## config.mk

```make
export PLATFORM = sky130hd
export DESIGN_NAME = core_frame_ctrl
export DESIGN_NICKNAME = d
export VERILOG_FILES = /design/src/rtl/core_frame_ctrl.sv
export SDC_FILE = /design/constraint.sdc
export NUM_CORES = 1
export LEC_CHECK = 0
export ABC_AREA = 0
export CORE_ASPECT_RATIO = 1.25
export CORE_MARGIN = 4
export CORE_UTILIZATION = 35
export DETAILED_ROUTE_END_ITERATION = 8
export PLACE_DENSITY = 0.6
export SYNTH_ARGS = -nofsm -noshare
export SYNTH_HDL_FRONTEND = slang
export SYNTH_SLANG_ARGS = --single-unit
export TNS_END_PERCENT = 50
```

## constraint.sdc

```tcl
create_clock -name clk -period 6.1 [get_ports clk]
set_input_delay 0.915 -clock clk [delete_from_list [all_inputs] [get_ports clk]]
set_output_delay 0.915 -clock clk [all_outputs]
set_load 0.03 [all_outputs]
```

## src/rtl/core_frame_ctrl.sv

```systemverilog
// Byte-stream front end for crc_sort_core: packs 16 input bytes into one word,
// launches the core, waits for done with a timeout and streams the result back.
module core_frame_ctrl #(
  parameter int unsigned TIMEOUT = 32
) (
  input  logic         clk,
  input  logic         rst,
  input  logic         in_valid,
  output logic         in_ready,
  input  logic [7:0]   in_data,
  input  logic [2:0]   in_fn_sel,
  output logic         out_valid,
  input  logic         out_ready,
  output logic [7:0]   out_data,
  output logic         core_en,
  output logic         core_start,
  output logic [2:0]   core_fn_sel,
  output logic [127:0] core_data_in,
  input  logic [127:0] core_data_out,
  input  logic         core_done,
  output logic         core_clr,
  output logic         err,
  output logic         busy
);

  // state  | meaning
  // LOAD   | accepting input bytes into the assembly buffer
  // LAUNCH | one-cycle core start
  // WAIT   | core running, timer counting toward TIMEOUT
  // SEND   | streaming the captured result out
  localparam logic [1:0] S_LOAD   = 2'd0;
  localparam logic [1:0] S_LAUNCH = 2'd1;
  localparam logic [1:0] S_WAIT   = 2'd2;
  localparam logic [1:0] S_SEND   = 2'd3;

  localparam logic [2:0] FN_CRC  = 3'b011;
  localparam logic [2:0] FN_SORT = 3'b100;
  localparam logic [7:0] TIMER_LAST = 8'(TIMEOUT - 1);

  logic [1:0]   r_state;
  logic [3:0]   r_byte_cnt;
  logic [7:0]   r_timer;
  logic [3:0]   r_out_cnt;
  logic [127:0] r_buf;
  logic [127:0] r_result;
  logic [2:0]   r_fn;
  logic         r_err_code;

  logic         w_fn_ok;
  logic         w_is_sort;
  logic         w_timeout;
  logic         w_out_last;
  logic [127:0] w_shifted;

  assign w_fn_ok    = (r_fn == FN_CRC) || (r_fn == FN_SORT);
  assign w_is_sort  = (r_fn == FN_SORT);
  // done wins over an expiring timer in the same cycle
  assign w_timeout  = (r_state == S_WAIT) && !core_done && (r_timer == TIMER_LAST);
  assign w_out_last = w_is_sort ? (r_out_cnt == 4'd15) : 1'b1;
  assign w_shifted  = r_result << {r_out_cnt, 3'b000};

  assign in_ready     = (r_state == S_LOAD);
  assign out_valid    = (r_state == S_SEND);
  assign core_en      = (r_state == S_LAUNCH) || (r_state == S_WAIT);
  assign core_start   = (r_state == S_LAUNCH);
  assign core_fn_sel  = r_fn;
  assign core_data_in = r_buf;
  assign core_clr     = w_timeout;
  assign err          = r_err_code || w_timeout;
  assign busy         = (r_state != S_LOAD) || (r_byte_cnt != 4'd0);
  assign out_data     = (r_state != S_SEND) ? 8'h00 :
                        (w_is_sort ? w_shifted[127:120] : r_result[7:0]);

  always_ff @(posedge clk) begin
    if (rst) begin
      r_state    <= S_LOAD;
      r_byte_cnt <= 4'd0;
      r_timer    <= 8'd0;
      r_out_cnt  <= 4'd0;
      r_buf      <= '0;
      r_result   <= '0;
      r_fn       <= 3'b000;
      r_err_code <= 1'b0;
    end else begin
      r_err_code <= 1'b0;
      case (r_state)
        S_LOAD: begin
          if (in_valid) begin
            r_buf      <= {r_buf[119:0], in_data};
            r_byte_cnt <= r_byte_cnt + 4'd1;
            if (r_byte_cnt == 4'd0) r_fn <= in_fn_sel;
            if (r_byte_cnt == 4'd15) begin
              if (w_fn_ok) r_state <= S_LAUNCH;
              else         r_err_code <= 1'b1;
            end
          end
        end
        S_LAUNCH: begin
          r_timer <= 8'd0;
          r_state <= S_WAIT;
        end
        S_WAIT: begin
          if (core_done) begin
            r_result  <= core_data_out;
            r_out_cnt <= 4'd0;
            r_state   <= S_SEND;
          end else if (r_timer == TIMER_LAST) begin
            r_state <= S_LOAD;
          end else begin
            r_timer <= r_timer + 8'd1;
          end
        end
        S_SEND: begin
          if (out_ready) begin
            r_out_cnt <= r_out_cnt + 4'd1;
            if (w_out_last) r_state <= S_LOAD;
          end
        end
        default: r_state <= S_LOAD;
      endcase
    end
  end

endmodule
```

==> metrics.csv <==
metric;value;unit
outcome;completed;
slowest stage delay, CP;0.63;ns
GPL Wtd Cong;0.875;
Worst R2R End;core_data_in[25];
Clock Pin Slew Worst Setup and Hold Paths;0.06;ns
critical path peak fanout;25;
Seq/Total Area, Yosys;51.1;%
CP Capture Type;output pin;
post-CTS sizing;0;
Final Hold Fails;0;
Syn Std Cell Area;10900;um^2
Starting Density;35.8;%
RSZ-0062 raised after global routing;no;
Max Buffers Root-to-Sink;3;
Post-DP Area;14000;um^2
worst hold path depth;2;
drt drc;0;
Top Ports;290;
endpoints failing setup;0;
r2r startpoint;r_state[0];
worst min-delay path class;register to register;
setup bufs post-CTS;0;
clock latency on the worst-skew pair;0.54;ns
clock root buffer;clkbuf_16;
post-route cell area;15000;um^2
Buffers on Ports;289;
leakage;4.89;nW
vias in the first global route;9177;
WL per Instance;16.8;um
CP Data Arrival Time;3.32;ns
GR Overflow Total;0;
Max Slew Vio Count;0;
Fmax;0.236;GHz
Ys Warns;0;
fillcell total;2966;
Worst R2R Path Depth;6;
antenna-violating nets left;0;
DIE HEIGHT;205;um
critical-path cell list;buf_4 > mux4_2 > a22oi_1 > a21o_1 > o21ai_0 > clkdlybuf4s50_1;
Worst IR Drop VDD;0.000217;V
Slew headroom;36.0;%
HP Start;core_data_in[122];
critical path required time;5.18;ns
die area;34000;um^2
total clock buffers created by CTS;30;
H-tree depth;1;
commonest non-fill, non-tap cell in the layout;nand2_1;
type of origin of the critical path;register;
fin nets;1714;
Worst Hold Endpoint;core_data_in[122];
First DRT Iteration DRCs;929;
Total GRT Usage;18.5;%
dpl hpwl;23200;um
first-pass GRT wire length;51600;um
Synthesized Nets;1487;
max cap viols;0;
Async S/R FF share, synth;0;%
clk sink count;278;
skew final;0.00870;ns
largest net degree at the start of global routing;138;
Area Overhead vs Synth;38.1;%
Post-synth EDFFs;0;
fin crit share;69.4;%
Most used DFF post-synth;dfxtp_1;
final wirelength;33500;um
WS Path Type;register to output pin;
Worst Max-Slew Pin Slew;0.959;ns
fraction of layout cells with a size suffix above 1;6.50;%
count of cell types in the netlist;38;
Die Wd;166;um
row cnt;71;
DRT Pass-1 Iters;8;
min Tclk post-route;4.23;ns
most frequent cells in the layout;nand2_1 (526), clkdlybuf4s50_1 (288), dfxtp_1 (276), a21oi_1 (260), mux4_2 (32);
initial antenna violation count;4;
Synth Instances;1335;
Power Density;288;nW/um^2
CTS tree;done;
via/cell ratio;4.92;
Vias;9783;
r2r setup slk;3.59;ns
CP max-delay cell;clkdlybuf4s50_1;
register bit total from synthesis;278;
Post-Route Setup TNS;0;ns
Avg Cell Area, Syn;8.15;um^2
CTS Hold Buffers Added;0;
core footprint;30400;um^2
## synthesized netlist by cell type (2+ instances only)
cell type	instances	share of area (%)
inv_1	8	0.28
nand2_1	528	18
a31oi_1	3	0.17
xor2_1	8	0.64
clkbuf_1	88	3.0
a21oi_1	260	12
ha_1	8	0.92
nand3_1	5	0.23
o21ai_0	15	0.69
xnor2_1	2	0.16
nand4_1	3	0.17
o211ai_1	4	0.28
a21o_1	10	0.69
mux2i_1	5	0.46
nor2b_1	3	0.17
nor2_1	23	0.79
and2_1	3	0.17
nor3_1	2	0.092
and3_2	2	0.14
buf_1	3	0.10
a22oi_1	17	1.2
and3_1	3	0.17
mux4_2	32	6.6
buf_2	9	0.41
dfxtp_1	278	51
## routing by layer
layer	share of wire, %	GRT usage (%)	vias up
li1	-	-	4885
met1	44	24.4	4543
met2	48	30.7	295
met3	5.2	3.11	60
met4	3.3	6.57	0
met5	0	0	-
## kinds of logic (layout without fill, tap and decap cells)
kind of cell             count (synthesis)  count (layout)  share of synthesized area, %
other                                    0               4                             0
buffers and inverters                  109             358                          3.90
multiplexers                            37              37                          7.08
XOR/XNOR                                10              10                         0.805
AO/OA/AOI/OAI                          312             312                          15.2
AND/OR/NAND/NOR                        581             581                          21.0
flip-flops                             278             278                          51.1
adder cells (fa/ha/maj)                  8               8                         0.920
## registers in the layout, summed over array words and instances, names as in the netlist
signal	count
r_timer	8
r_err_code	1
core_data_in	128
core_fn_sel	3
r_state	2
r_byte_cnt	4
r_out_cnt	4
r_result	128
## per-stage QoR
step           total power, mW  setup slack [ns]  instances  util (%)  hold slack, ns
2_1_floorplan             2.24              3.20       1335         -           0.433
3_3_place_gp              2.49              2.45       1931      46.0           0.441
3_5_place_dp              2.49              2.37       1931      46.0           0.446
4_1_cts                   4.38              1.78       1985      49.4           0.455
5_1_grt                   4.51              1.65       1989      49.5           0.475
6_report                  4.33              1.87       1989      49.5           0.453
## report_power, final
part | internal (mW) | switching, mW
registers | 1.85 | 0.0341
clock network | 1.14 | 0.749
logic | 0.201 | 0.356
## cell type report
| type | count | area, um^2 | share of cell area (%) |
|---|---|---|---|
| Sequential cell | 278 | 5570 | 37.1 |
| Multi-Input combinational cell | 948 | 4910 | 32.7 |
| Timing Repair Buffer | 296 | 2960 | 19.7 |
| Clock buffer | 38 | 832 | 5.54 |
| Tap cell | 401 | 502 | 3.34 |
| Clock inverter | 16 | 208 | 1.38 |
| Inverter | 8 | 30.0 | 0.200 |
| Antenna cell | 4 | 10.0 | 0.0666 |
## worst max path at each step
stage                       startpoint     endpoint  slack (ns)
after floorplan              core_done          err        3.20
after global placement    r_out_cnt[0]  out_data[1]        2.45
after detailed placement  r_out_cnt[0]  out_data[1]        2.37
after CTS                 r_out_cnt[0]  out_data[1]        1.78
after global routing      r_out_cnt[0]  out_data[0]        1.65
final                     r_out_cnt[0]  out_data[1]        1.87
## worst max-delay path: cells and delay by family, from the launching register on
kind | cells | cell delay [ns]
AO/OA/AOI/OAI | 3 | 0.54
multiplexers | 1 | 0.57
buffers and inverters | 2 | 1.12
flip-flops | 1 | 0.53
Power figures use the tool's default switching activity.
